==> config.mk <==
export PLATFORM = sky130hd
export DESIGN_NAME = multicycle_ctrl_flat
export DESIGN_NICKNAME = d
export VERILOG_FILES = /design/src/rtl/riscv_pkg.sv /design/src/rtl/multicycle_ctrl_if.sv /design/src/rtl/mc_state_decoder.sv /design/src/rtl/multicycle_ctrl.sv /design/src/flat_wrapper.sv
export SDC_FILE = /design/constraint.sdc
export NUM_CORES = 1
export LEC_CHECK = 0
export CORE_ASPECT_RATIO = 0.75
export CORE_UTILIZATION = 37
export CTS_CLUSTER_SIZE = 8
export DETAILED_ROUTE_END_ITERATION = 10
export PLACE_DENSITY_LB_ADDON = 0.08
export SLEW_MARGIN = 10
export SYNTH_ARGS = -nofsm -noshare
export SYNTH_HDL_FRONTEND = slang
export SYNTH_SLANG_ARGS = --single-unit
==> constraint.sdc <==
create_clock -name clk -period 1.29 [get_ports clk]
set_clock_uncertainty 0.1 [all_clocks]
set_input_delay 0.258 -clock clk [delete_from_list [all_inputs] [get_ports clk]]
set_output_delay 0.258 -clock clk [all_outputs]
set_load 0.01 [all_outputs]
==> src/rtl/riscv_pkg.sv <==
// Shared RV32I definitions: opcodes, multicycle FSM states, datapath select encodings
// and the control word produced by the state decoder.
package riscv_pkg;

    typedef enum logic [6:0] {
        OpLw    = 7'b0000011,
        OpSw    = 7'b0100011,
        OpBeq   = 7'b1100011,
        OpIType = 7'b0010011,
        OpRType = 7'b0110011,
        OpJal   = 7'b1101111
    } opcode_e;

    typedef enum logic [3:0] {
        StFetch,
        StDecode,
        StMemAdr,
        StMemRead,
        StMemWb,
        StMemWrite,
        StExecR,
        StExecI,
        StAluWb,
        StBeq,
        StJal,
        StTrap
    } mc_state_e;

    localparam logic [1:0] SrcAPc       = 2'b00;
    localparam logic [1:0] SrcAOldPc    = 2'b01;
    localparam logic [1:0] SrcARs1      = 2'b10;

    localparam logic [1:0] SrcBRs2      = 2'b00;
    localparam logic [1:0] SrcBImm      = 2'b01;
    localparam logic [1:0] SrcBFour     = 2'b10;

    localparam logic [1:0] AluOpAdd     = 2'b00;
    localparam logic [1:0] AluOpSub     = 2'b01;
    localparam logic [1:0] AluOpFunct   = 2'b10;

    localparam logic [1:0] ResAluReg    = 2'b00;
    localparam logic [1:0] ResMemData   = 2'b01;
    localparam logic [1:0] ResAluDirect = 2'b10;

    localparam logic [1:0] ImmI         = 2'b00;
    localparam logic [1:0] ImmS         = 2'b01;
    localparam logic [1:0] ImmB         = 2'b10;
    localparam logic [1:0] ImmJ         = 2'b11;

    typedef struct packed {
        logic       mem_req;
        logic       mem_w;
        logic       adr_src;
        logic       ir_write;
        logic       pc_update;
        logic       branch;
        logic       reg_w;
        logic [1:0] alu_src_a;
        logic [1:0] alu_src_b;
        logic [1:0] alu_op;
        logic [1:0] result_src;
        logic       illegal;
    } ctrl_word_t;

    function automatic logic [1:0] imm_src_of(logic [6:0] op);
        logic [1:0] imm;
        unique case (op)
            OpLw, OpIType: imm = ImmI;
            OpSw:          imm = ImmS;
            OpBeq:         imm = ImmB;
            OpJal:         imm = ImmJ;
            default:       imm = ImmI;
        endcase
        return imm;
    endfunction

endpackage

==> src/rtl/multicycle_ctrl_if.sv <==
// Controller <-> datapath/memory signal bundle. The controller uses the master modport,
// the datapath (or a testbench standing in for it) uses slave.
interface multicycle_ctrl_if;
    logic [6:0] op_code;
    logic       zero;
    logic       mem_rdy;
    logic       mem_req;
    logic       mem_w;
    logic       adr_src;
    logic       ir_write;
    logic       pc_write;
    logic       reg_w;
    logic [1:0] alu_src_a;
    logic [1:0] alu_src_b;
    logic [1:0] alu_op;
    logic [1:0] result_src;
    logic [1:0] imm_src;
    logic       illegal;

    modport master (
        input  op_code, zero, mem_rdy,
        output mem_req, mem_w, adr_src, ir_write, pc_write, reg_w,
               alu_src_a, alu_src_b, alu_op, result_src, imm_src, illegal
    );

    modport slave (
        output op_code, zero, mem_rdy,
        input  mem_req, mem_w, adr_src, ir_write, pc_write, reg_w,
               alu_src_a, alu_src_b, alu_op, result_src, imm_src, illegal
    );
endinterface

==> src/rtl/mc_state_decoder.sv <==
// Pure state -> control word lookup for the multicycle controller. Input-dependent
// qualification (mem_rdy, zero, reset) is applied by the caller.
module mc_state_decoder
    import riscv_pkg::*;
(
    input  mc_state_e  state_i,
    output ctrl_word_t cw_o
);

    always_comb begin
        cw_o = '0;
        unique case (state_i)
            StFetch: begin
                cw_o.mem_req    = 1'b1;
                cw_o.adr_src    = 1'b0;
                cw_o.ir_write   = 1'b1;
                cw_o.alu_src_a  = SrcAPc;
                cw_o.alu_src_b  = SrcBFour;
                cw_o.alu_op     = AluOpAdd;
                cw_o.result_src = ResAluDirect;
            end
            StDecode: begin
                cw_o.alu_src_a = SrcAOldPc;
                cw_o.alu_src_b = SrcBImm;
                cw_o.alu_op    = AluOpAdd;
            end
            StMemAdr: begin
                cw_o.alu_src_a = SrcARs1;
                cw_o.alu_src_b = SrcBImm;
                cw_o.alu_op    = AluOpAdd;
            end
            StMemRead: begin
                cw_o.mem_req    = 1'b1;
                cw_o.adr_src    = 1'b1;
                cw_o.result_src = ResAluReg;
            end
            StMemWb: begin
                cw_o.result_src = ResMemData;
                cw_o.reg_w      = 1'b1;
            end
            StMemWrite: begin
                cw_o.mem_req = 1'b1;
                cw_o.mem_w   = 1'b1;
                cw_o.adr_src = 1'b1;
            end
            StExecR: begin
                cw_o.alu_src_a = SrcARs1;
                cw_o.alu_src_b = SrcBRs2;
                cw_o.alu_op    = AluOpFunct;
            end
            StExecI: begin
                cw_o.alu_src_a = SrcARs1;
                cw_o.alu_src_b = SrcBImm;
                cw_o.alu_op    = AluOpFunct;
            end
            StAluWb: begin
                cw_o.result_src = ResAluReg;
                cw_o.reg_w      = 1'b1;
            end
            StBeq: begin
                cw_o.alu_src_a  = SrcARs1;
                cw_o.alu_src_b  = SrcBRs2;
                cw_o.alu_op     = AluOpSub;
                cw_o.result_src = ResAluReg;
                cw_o.branch     = 1'b1;
            end
            StJal: begin
                cw_o.alu_src_a  = SrcAOldPc;
                cw_o.alu_src_b  = SrcBFour;
                cw_o.alu_op     = AluOpAdd;
                cw_o.result_src = ResAluReg;
                cw_o.pc_update  = 1'b1;
            end
            StTrap: begin
                cw_o.illegal = 1'b1;
            end
            default: ;
        endcase
    end

endmodule

==> src/rtl/multicycle_ctrl.sv <==
// Multicycle RV32I control FSM (LW, SW, R/I-type, BEQ, JAL) with req/rdy memory handshake.
// Define MC_PERF_CNT_EN to add cycle_cnt / instret_cnt performance counters.
module multicycle_ctrl
    import riscv_pkg::*;
#(
    parameter int unsigned PERF_W = 32
) (
    input  logic               clk,
    input  logic               rst,
    multicycle_ctrl_if.master  bus
`ifdef MC_PERF_CNT_EN
    ,
    output logic [PERF_W-1:0]  cycle_cnt,
    output logic [PERF_W-1:0]  instret_cnt
`endif
);

    if (PERF_W < 1) begin : g_perf_w_check
        $error("PERF_W must be at least 1");
    end

    mc_state_e  state_q, state_d;
    ctrl_word_t cw;

    mc_state_decoder u_state_decoder (
        .state_i (state_q),
        .cw_o    (cw)
    );

    always_ff @(posedge clk) begin
        if (rst) begin
            state_q <= StFetch;
        end else begin
            state_q <= state_d;
        end
    end

    always_comb begin
        state_d = state_q;
        unique case (state_q)
            StFetch:    if (bus.mem_rdy) state_d = StDecode;
            StDecode: begin
                unique case (bus.op_code)
                    OpLw, OpSw: state_d = StMemAdr;
                    OpRType:    state_d = StExecR;
                    OpIType:    state_d = StExecI;
                    OpBeq:      state_d = StBeq;
                    OpJal:      state_d = StJal;
                    default:    state_d = StTrap;
                endcase
            end
            StMemAdr:   state_d = (bus.op_code == OpSw) ? StMemWrite : StMemRead;
            StMemRead:  if (bus.mem_rdy) state_d = StMemWb;
            StMemWb:    state_d = StFetch;
            StMemWrite: if (bus.mem_rdy) state_d = StFetch;
            StExecR:    state_d = StAluWb;
            StExecI:    state_d = StAluWb;
            StAluWb:    state_d = StFetch;
            StBeq:      state_d = StFetch;
            StJal:      state_d = StAluWb;
            StTrap:     state_d = StTrap;
            default:    state_d = StFetch;
        endcase
    end

    // Reset blanks every output so an aborted instruction cannot write anything.
    always_comb begin
        bus.mem_req    = 1'b0;
        bus.mem_w      = 1'b0;
        bus.adr_src    = 1'b0;
        bus.ir_write   = 1'b0;
        bus.pc_write   = 1'b0;
        bus.reg_w      = 1'b0;
        bus.alu_src_a  = 2'b00;
        bus.alu_src_b  = 2'b00;
        bus.alu_op     = 2'b00;
        bus.result_src = 2'b00;
        bus.imm_src    = 2'b00;
        bus.illegal    = 1'b0;
        if (!rst) begin
            bus.mem_req    = cw.mem_req;
            bus.mem_w      = cw.mem_w;
            bus.adr_src    = cw.adr_src;
            bus.ir_write   = cw.ir_write & bus.mem_rdy;
            bus.pc_write   = cw.pc_update | (cw.ir_write & bus.mem_rdy) | (cw.branch & bus.zero);
            bus.reg_w      = cw.reg_w;
            bus.alu_src_a  = cw.alu_src_a;
            bus.alu_src_b  = cw.alu_src_b;
            bus.alu_op     = cw.alu_op;
            bus.result_src = cw.result_src;
            bus.imm_src    = imm_src_of(bus.op_code);
            bus.illegal    = cw.illegal;
        end
    end

`ifdef MC_PERF_CNT_EN
    logic [PERF_W-1:0] cycle_cnt_q, cycle_cnt_d;
    logic [PERF_W-1:0] instret_cnt_q, instret_cnt_d;
    logic              retire;

    assign retire = (state_d == StFetch) &&
                    (state_q inside {StMemWb, StMemWrite, StAluWb, StBeq});

    always_comb begin
        cycle_cnt_d   = cycle_cnt_q + PERF_W'(1);
        instret_cnt_d = instret_cnt_q + (retire ? PERF_W'(1) : PERF_W'(0));
    end

    always_ff @(posedge clk) begin
        if (rst) begin
            cycle_cnt_q   <= '0;
            instret_cnt_q <= '0;
        end else begin
            cycle_cnt_q   <= cycle_cnt_d;
            instret_cnt_q <= instret_cnt_d;
        end
    end

    assign cycle_cnt   = cycle_cnt_q;
    assign instret_cnt = instret_cnt_q;
`endif

endmodule

==> src/flat_wrapper.sv <==
// flat-port wrapper written by rule: the top's interface ports become plain ports
module multicycle_ctrl_flat import riscv_pkg::*;
#(
    parameter int unsigned PERF_W = 32
)
  (clk, rst, bus_op_code, bus_zero, bus_mem_rdy, bus_mem_req, bus_mem_w, bus_adr_src, bus_ir_write, bus_pc_write, bus_reg_w, bus_alu_src_a, bus_alu_src_b, bus_alu_op, bus_result_src, bus_imm_src, bus_illegal);
  multicycle_ctrl_if bus_i ();
  input  logic clk;
  input  logic rst;
  input wire logic [$bits(bus_i.op_code)-1:0] bus_op_code;
  input wire logic [$bits(bus_i.zero)-1:0] bus_zero;
  input wire logic [$bits(bus_i.mem_rdy)-1:0] bus_mem_rdy;
  output wire logic [$bits(bus_i.mem_req)-1:0] bus_mem_req;
  output wire logic [$bits(bus_i.mem_w)-1:0] bus_mem_w;
  output wire logic [$bits(bus_i.adr_src)-1:0] bus_adr_src;
  output wire logic [$bits(bus_i.ir_write)-1:0] bus_ir_write;
  output wire logic [$bits(bus_i.pc_write)-1:0] bus_pc_write;
  output wire logic [$bits(bus_i.reg_w)-1:0] bus_reg_w;
  output wire logic [$bits(bus_i.alu_src_a)-1:0] bus_alu_src_a;
  output wire logic [$bits(bus_i.alu_src_b)-1:0] bus_alu_src_b;
  output wire logic [$bits(bus_i.alu_op)-1:0] bus_alu_op;
  output wire logic [$bits(bus_i.result_src)-1:0] bus_result_src;
  output wire logic [$bits(bus_i.imm_src)-1:0] bus_imm_src;
  output wire logic [$bits(bus_i.illegal)-1:0] bus_illegal;
  assign bus_i.op_code = bus_op_code;
  assign bus_i.zero = bus_zero;
  assign bus_i.mem_rdy = bus_mem_rdy;
  assign bus_mem_req = bus_i.mem_req;
  assign bus_mem_w = bus_i.mem_w;
  assign bus_adr_src = bus_i.adr_src;
  assign bus_ir_write = bus_i.ir_write;
  assign bus_pc_write = bus_i.pc_write;
  assign bus_reg_w = bus_i.reg_w;
  assign bus_alu_src_a = bus_i.alu_src_a;
  assign bus_alu_src_b = bus_i.alu_src_b;
  assign bus_alu_op = bus_i.alu_op;
  assign bus_result_src = bus_i.result_src;
  assign bus_imm_src = bus_i.imm_src;
  assign bus_illegal = bus_i.illegal;
  multicycle_ctrl #(.PERF_W(PERF_W)) u_core (.clk(clk), .rst(rst), .bus(bus_i));
endmodule
==> results of run 1 <==
logic make-up after synthesis:
| group | after synthesis |
|---|---|
| buffers and inverters | 11 |
| XOR/XNOR | 5 |
| AO/OA/AOI/OAI | 22 |
| AND/OR/NAND/NOR | 52 |
| multiplexers | 1 |
| flip-flops | 4 |
Yosys cell counts (all sizes together), types with 2 or more instances:
| library cell | n |
|---|---|
| nand2b | 4 |
| a21boi | 2 |
| buf | 9 |
| nand2 | 10 |
| o2111a | 2 |
| a21oi | 5 |
| nand3b | 3 |
| o21ai | 2 |
| nor4 | 4 |
| nor3 | 7 |
| a211oi | 4 |
| xor2 | 4 |
| nor2 | 10 |
| inv | 2 |
| dfxtp | 4 |
| or3 | 2 |
| nor2b | 4 |
| and3 | 2 |
per-stage QoR:
| step | hold slack (ns) | TNS (ns) | setup WS, ns | util |
|---|---|---|---|---|
| after floorplan | 0.348 | -1.08 | -0.244 | - |
| after global placement | 0.612 | -16.96 | -1.02 | 0.784 |
| after detailed placement | 0.624 | -17.39 | -1.03 | 0.784 |
| after CTS | 0.370 | -6.69 | -0.565 | 0.883 |
what timing repair did:
action	4_1_cts
resized for setup	137
endpoints found under the setup margin	21
pin swaps	16
buffers inserted	6
cloned	0
hold endpoints to repair	0
==> results.md, run 1 <==
* Largest net degree at the start of global routing at 16
* H-Tree Depth at 1
* Max clock buf depth at 2
* Die Y at 38.2 um
* Largest family of logic cells by synthesized area: simple AND/OR/NAND/NOR gates
* Avg Synthesized Cell Area at 6.80 um^2
* Row cnt at 12
* CTS Sinks at 4
* Synth area leaders: dfxtp_1, nand2_1, nor2_1, xor2_1, nor3_1
* Number of synthesized flops with an enable pin at 0
* Seq/Total Area, Yosys at 0.124
* Hpwl dp at 1940 um
* Number of hold buffers added after cts at 0
* Cell count after synthesis at 95
* Initial core utilization at 0.413
* Compound-Gate Fraction of Synth Area at 0.248
* Mapped Area at 646 um^2
* Clk root buf: clkbuf_4
* Die X at 50.2 um
* GP Congestion at 0.897
* Synth Area in Simple Gates at 0.442
* GRT worst endpoint: bus_pc_write
* Largest area contributor in the netlist: dfxtp_1
* CTS buffer count at 3
* Adder-Cell Fraction of Synth Area at 0
* Placed Instance Area at 1220 um^2
* Xor and xnor area share after synthesis at 0.0678
* Yosys top cell area share at 0.124
* Status: did not finish
* Ys flop type: dfxtp_1
* Post-synthesis register bit count at 4
* WEP type: top-level output
* Syn nets at 106
* Count of different cell masters after synthesis at 39
* Yosys warns at 0
* Ys async rst share at 0
* Cells after DPL at 170
* IO Pins at 28
* Stage reached: global routing
* Error: [ERROR DPL-0038] Utilization greater than 100%, impossible to legalize
* IO Port Bufs at 27
* Mux contribution to synthesized area at 0.0174
==> run 2, diff against run 1 <==
CORE_AREA = 2 2 63 65   (was not set)
CORE_ASPECT_RATIO = not set   (was 0.75)
CORE_UTILIZATION = not set   (was 37)
CTS_CLUSTER_SIZE = not set   (was 8)
DIE_AREA = 0 0 65 67   (was not set)
PLACE_DENSITY_LB_ADDON = 0.15   (was 0.08)
clock period = 1.7 ns   (was 1.29 ns; I/O delays follow)
==> results.md, run 2 <==
* P_leak at 0.626 nW
* Post-route cell area at 1370 um^2
* Maxcap violations at 0
* Crit path max-delay family: simple AND/OR/NAND/NOR gates
* IO Port Bufs at 27 (unchanged)
* Max clock buf depth at 2 (unchanged)
* Clk root buf: clkbuf_8
* H-Tree Depth at 1 (unchanged)
* Final min period at 1.85 ns
* Ys flop type: dfxtp_1
* Max reg flops at 4
* Req. time, crit path at 1.26 ns
* IO Pins at 28 (unchanged)
* Hpwl dp at 1900 um (-2.1%)
* First-pass DRT Iterations at 4
* R2R setup slack at 0.02 ns
* Ys async rst share at 0 (unchanged)
* Hold Slack at 0.430 ns
* Final Cycle Share at 1.09
* Violated checks: setup timing
* DRT iter0 DRCs at 21
* Congestion Overflow GR at 0
* Vias in the first global route at 943
* Syn nets at 106 (unchanged)
* CP Buf/Inv Count at 1
* Post-synthesis register bit count at 4 (unchanged)
* RSZ-0062 raised after global routing: yes
* Drt wl/cell at 12.5 um
* Max rail drop VDD at 0.000354 V
* Count of different cell masters after synthesis at 39 (unchanged)
* Fill count at 391
* Yosys warns at 0 (unchanged)
* Most flops, register: u_core.state_q
* Min-delay src: rst
* Final Hold Viols at 0
* Reg clk slew, reported paths at 0.03 ns
* Largest area contributor in the netlist: dfxtp_1
* Max-slew headroom at 0.847
* Nets at 173
* Final Setup Violations at 8
* Vias per Instance at 4.58
* Placeable Area at 3610 um^2
* Commonest non-fill, non-tap cells in the layout: buf_4, buf_2, nand2_1
* Hold WC Path Type: primary input to register
* Row cnt at 22 (+10)
* CTS Sinks at 4 (unchanged)
* CTS buffer count at 3 (unchanged)
* Pwr per Cell Area at 1160 nW/um^2
* Avg Synthesized Cell Area at 6.80 um^2 (unchanged)
* Largest net degree at the start of global routing at 15
* Critical path data arrival time at 1.41 ns
* Achievable Freq at 541 MHz
* First-pass GRT wire length at 4220 um
* Worst setup path start: u_core.state_q[3]$_SDFFE_PP0P_
* Max-slew violations at 0
* Number of hold buffers added after cts at 0 (unchanged)
* WL final at 2600 um
* Status: complete, but fails checks
* Commonest non-fill, non-tap cell in the layout: buf_4
* Clk_lat worst skew at 0.22 ns
* Die X at 65 um (+29%)
* Critical path cell sequence: or3b_4 > a21oi_2 > a31oi_1 > nor3_1 > buf_2
* Post-DRT Antenna Nets at 0
* Seq/Total Area, Yosys at 0.124 (unchanged)
* Synth area leaders: dfxtp_1, nand2_1, nor2_1, xor2_1, nor3_1
* Pwr Total at 1.59 mW
* Die Y at 67 um (+76%)
* Crit Path Category: register to output pin
* Number of synthesized flops with an enable pin at 0 (unchanged)
* CTS tree: yes
* GP Congestion at 0.770 (-14%)
* P&R area growth vs syn at 113%
* Max stage delay on crit path at 0.38 ns
* Synth top cells by count: nand2_1, nor2_1, nor3_1, a21oi_1
* DIE AREA at 4360 um^2
* Worst Max-Slew Pin Slew at 0.227 ns
* CP endpoint kind: output pin
* R2r startpoint: u_core.state_q[1]$_SDFFE_PP0P_
* Placed Instance Area at 1210 um^2 (-1.2%)
* Cell count after synthesis at 95 (unchanged)
* Yosys top cell area share at 0.124 (unchanged)
* Kind of start point of the critical path: register
* Crit Path Max Fanout at 8
* DRC violations left at 0
* Total GRT Usage at 0.126
* N_diodes at 0
* Largest registers: u_core.state_q: 4 flops
* Vias at 953
* Setup TNS after final layout at -0.746 ns
* Slowest stage cell, crit path: or3b_4
* Share of post-route cells with drive strength above 1 at 0.606
* Setup ws final at -0.150 ns
* Initial antenna violation count at 0
* Mapped Area at 646 um^2 (unchanged)
* Initial core utilization at 0.179 (-0.234)
[run 2: cell counts after synthesis]
No cell type changed its count.
[run 2: power breakdown]
| group | internal, mW | switching [mW] |
|---|---|---|
| registers | 0.137 | 0.0619 |
| logic | 0.675 | 0.513 |
| clock network | 0.151 | 0.0525 |
[run 2: path summary, 6_finish.rpt]
check | endpoint | cells after the start
worst max register to register | u_core.state_q[3]$_SDFFE_PP0P_ | 7
worst min register to register | u_core.state_q[1]$_SDFFE_PP0P_ | 2
worst max-delay path | bus_pc_write | 5
worst min-delay path | u_core.state_q[0]$_SDFFE_PP0P_ | 3
[run 2: logic make-up after synthesis]
logic type,Yosys count,synth area share
AOI/OAI and AO/OA,22,0.248
xor gates and xnor gates,5,0.0678
buffers and inverters,11,0.101
DFF,4,0.124
muxes,1,0.0174
and+or+nand+nor,52,0.442
[run 2: layout make-up]
class	count	area (um^2)	share of cell area
tap	48	60.1	0.0438
timing repair buffer	71	554	0.404
clock buffer	3	41.3	0.0301
multi-input combinational	80	617	0.449
sequential	4	92.6	0.0675
inverter	2	7.51	0.00547
[run 2: timing repair]
item,in CTS,in global routing
pin swaps,14,13
endpoints found under the setup margin,20,20
cloned,0,0
buffers inserted,5,2
resized for setup,105,26
[run 2: tightest hold or removal path, delay by kind of cell]
kind,cells,cell delay (ns)
AOI/OAI and AO/OA,1,0.06
buffers and inverters,2,0.30
[run 2: routing by layer]
| metal | global-route usage | part of all wire |
|---|---|---|
| met1 | 0.138 | 0.42 |
| met2 | 0.236 | 0.53 |
| met3 | 0.0270 | 0.034 |
| met4 | 0.0479 | 0.0096 |
| met5 | 0 | 0 |
[run 2: stage by stage]
stage / util / setup WS (ns) / instances
finish: 0.381 / -0.150 / 208
global route: 0.381 / -0.241 / 208
CTS: 0.351 / -0.218 / 206
detailed placement: 0.335 / -0.815 / 198
global placement: 0.335 / -0.832 / 198
floorplan: - / 0.0265 / 95
No activity file was read; power rests on OpenSTA's default activity.
==> run 3, diff against run 2 <==
SYNTH_HIERARCHICAL = 1   (was not set)
==> results.md, run 3 <==
* Achievable Freq at 549 MHz (+1.6%)
* Commonest non-fill, non-tap cell in the layout: buf_4
* Vias in the first global route at 940 (-0.32%)
* Initial antenna violation count at 0 (unchanged)
* Die Y at 67 um (unchanged)
* IO Port Bufs at 27 (unchanged)
* Vias at 967 (+1.5%)
* Max-slew violations at 0 (unchanged)
* Post-synthesis register bit count at 4 (unchanged)
* Req. time, crit path at 1.26 ns (about the same)
* P&R area growth vs syn at 76.7%
* Clk root buf: clkbuf_8
* Crit Path Max Fanout at 8 (unchanged)
* Largest registers: u_core/state_q: 4 flops
* First-pass DRT Iterations at 4 (unchanged)
* Congestion Overflow GR at 0 (unchanged)
* Ys async rst share at 0 (unchanged)
* Count of different cell masters after synthesis at 43 (+10%)
* Max-slew headroom at 0.835 (-0.0122)
* Largest net degree at the start of global routing at 14 (-1)
* Syn nets at 124 (+17%)
* Die X at 65 um (unchanged)
* Final Hold Viols at 0 (unchanged)
* DRC violations left at 0 (unchanged)
* Ys flop type: dfxtp_1
* Max reg flops at 4 (unchanged)
* Setup ws final at -0.120 ns (+0.0294 ns)
* Critical path data arrival time at 1.38 ns (-0.03 ns)
* Seq/Total Area, Yosys at 0.102 (-0.0218)
* Most flops, register: u_core/state_q
* Placed Instance Area at 1230 um^2 (+1.9%)
* Status: complete, but fails checks
* Post-route cell area at 1380 um^2 (+0.82%)
* Worst Max-Slew Pin Slew at 0.246 ns (+0.0185 ns)
* Commonest non-fill, non-tap cells in the layout: buf_4, buf_2, nor2b_1
* Kind of start point of the critical path: register
* Synth area leaders: nor2b_1, dfxtp_1, nor3_1, buf_6, nor2_1
* N_diodes at 0 (unchanged)
* CTS tree: yes
* Total GRT Usage at 0.121 (-0.00476)
* Hpwl dp at 1800 um (-5.5%)
* DIE AREA at 4360 um^2 (unchanged)
* Initial core utilization at 0.217 (+0.0382)
* RSZ-0062 raised after global routing: yes
* Largest area contributor in the netlist: nor2b_1
* Yosys warns at 6 (+6)
* DRT iter0 DRCs at 46 (+120%)
* Vias per Instance at 4.54 (-0.91%)
* Reg clk slew, reported paths at 0.03 ns (about the same)
* Pwr per Cell Area at 1240 nW/um^2 (+6.8%)
* Hold WC Path Type: primary input to register
* Violated checks: setup timing
* Placeable Area at 3610 um^2 (unchanged)
* Max clock buf depth at 2 (unchanged)
* Number of synthesized flops with an enable pin at 0 (unchanged)
* Hold Slack at 0.461 ns (+0.0309 ns)
* CTS Sinks at 4 (unchanged)
* Most common cell in the synthesized netlist: nor2b_1
* Crit Path Category: register to output pin
* Yosys top cell area share at 0.128 (+0.00376)
* Final Setup Violations at 8 (unchanged)
* Mapped Area at 783 um^2 (+21%)
* Cell count after synthesis at 113 (+19%)
* Nets at 178 (+2.9%)
* CP endpoint kind: output pin
* First-pass GRT wire length at 4260 um (+1.2%)
* Max rail drop VDD at 0.000427 V (+21%)
* Maxcap violations at 0 (unchanged)
* Fill count at 394 (+0.77%)
* Final Cycle Share at 1.07 (-0.0173)
* P_leak at 0.599 nW (-4.3%)
* WL final at 2520 um (-3.2%)
* Clk_lat worst skew at 0.21 ns (about the same)
* H-Tree Depth at 1 (unchanged)
* GP Congestion at 0.875 (+14%)
* Drt wl/cell at 11.8 um (-5.5%)
* IO Pins at 28 (unchanged)
* Synth top cells by count: nor2b_1, nor2_1, nor3_1, nand2_1
* CTS buffer count at 3 (unchanged)
* Avg Synthesized Cell Area at 6.93 um^2 (+2.0%)
* Post-DRT Antenna Nets at 0 (unchanged)
* Final min period at 1.82 ns (-0.0294 ns)
* Row cnt at 22 (unchanged)
* Share of post-route cells with drive strength above 1 at 0.515 (-0.0911)
* R2R setup slack at 0.23 ns (+0.21 ns)
## run 3: cell count changes after synthesis, sizes merged, moves of 3 or more
cell,change
nor4,-4
nor3,+5
nand2,-3
nor2b,+12
inv,+3
## run 3: final timing paths
path | from | to | cells after the start
min | bus_op_code[2] | u_core/state_q[1]$_SDFFE_PP0P_ | 4
min reg2reg | u_core/state_q[0]$_SDFFE_PP0P_ | u_core/state_q[2]$_SDFFE_PP0P_ | 3
max reg2reg | u_core/state_q[1]$_SDFFE_PP0P_ | u_core/state_q[2]$_SDFFE_PP0P_ | 5
max | u_core/state_q[0]$_SDFFE_PP0P_ | bus_mem_req | 5
## run 3: layout make-up
| class | count | area [um^2] | area share |
|---|---|---|---|
| multi-input cells | 92 | 696 | 0.503 |
| clock buffers | 3 | 41.3 | 0.0298 |
| repair buffers | 61 | 473 | 0.342 |
| well taps | 48 | 60.1 | 0.0434 |
| flip-flops and latches | 4 | 92.6 | 0.0669 |
| inverters | 5 | 21.3 | 0.0154 |
## run 3: metrics by stage
| step | setup slack, ns | power [mW] | utilization | TNS, ns | instances |
|---|---|---|---|---|---|
| 2_1_floorplan | 0.0393 | 0.944 | - | 0 | 113 |
| 3_3_place_gp | -0.646 | 1.35 | 0.341 | -7.23 | 203 |
| 3_5_place_dp | -0.664 | 1.37 | 0.341 | -7.57 | 203 |
| 4_1_cts | -0.112 | 1.67 | 0.369 | -0.634 | 212 |
| 5_1_grt | -0.200 | 1.87 | 0.384 | -1.60 | 213 |
| 6_report | -0.120 | 1.71 | 0.384 | -0.616 | 213 |
## run 3: cells by family (layout without fill, tap and decap cells)
kind of cell,Yosys count,after routing,share of synthesized area
xor+xnor,5,5,0.0559
flops,4,4,0.102
buf+inv,17,69,0.136
simple gates,64,64,0.489
compound gates,23,23,0.217
## run 3: power by group
group          switching (mW)  leakage (nW)  internal, mW
registers              0.0607        0.0353         0.147
clock network          0.0451        0.0216         0.151
logic                   0.600         0.542         0.710
total                   0.706         0.599          1.01
## run 3: worst max-delay path: stages (launching register included)
cell and delay, ns:
dfxtp_4 0.35, buf_6 0.14, xnor2_2 0.17, o2bb2ai_1 0.14, nor2b_1 0.14, clkdlybuf4s15_2 0.22
## run 3: routing by layer
metal	wire length [um]	track usage
met1	1130	0.145
met2	1280	0.228
met3	82	0.0186
met4	22	0.0239
met5	0	0
## run 3: timing repair
item	in CTS	in global routing
gates resized for setup	100	17
cloned	1	0
endpoints found under the setup margin	20	17
hold buffers	0	0
setup buffers	5	1
pin swaps	6	4
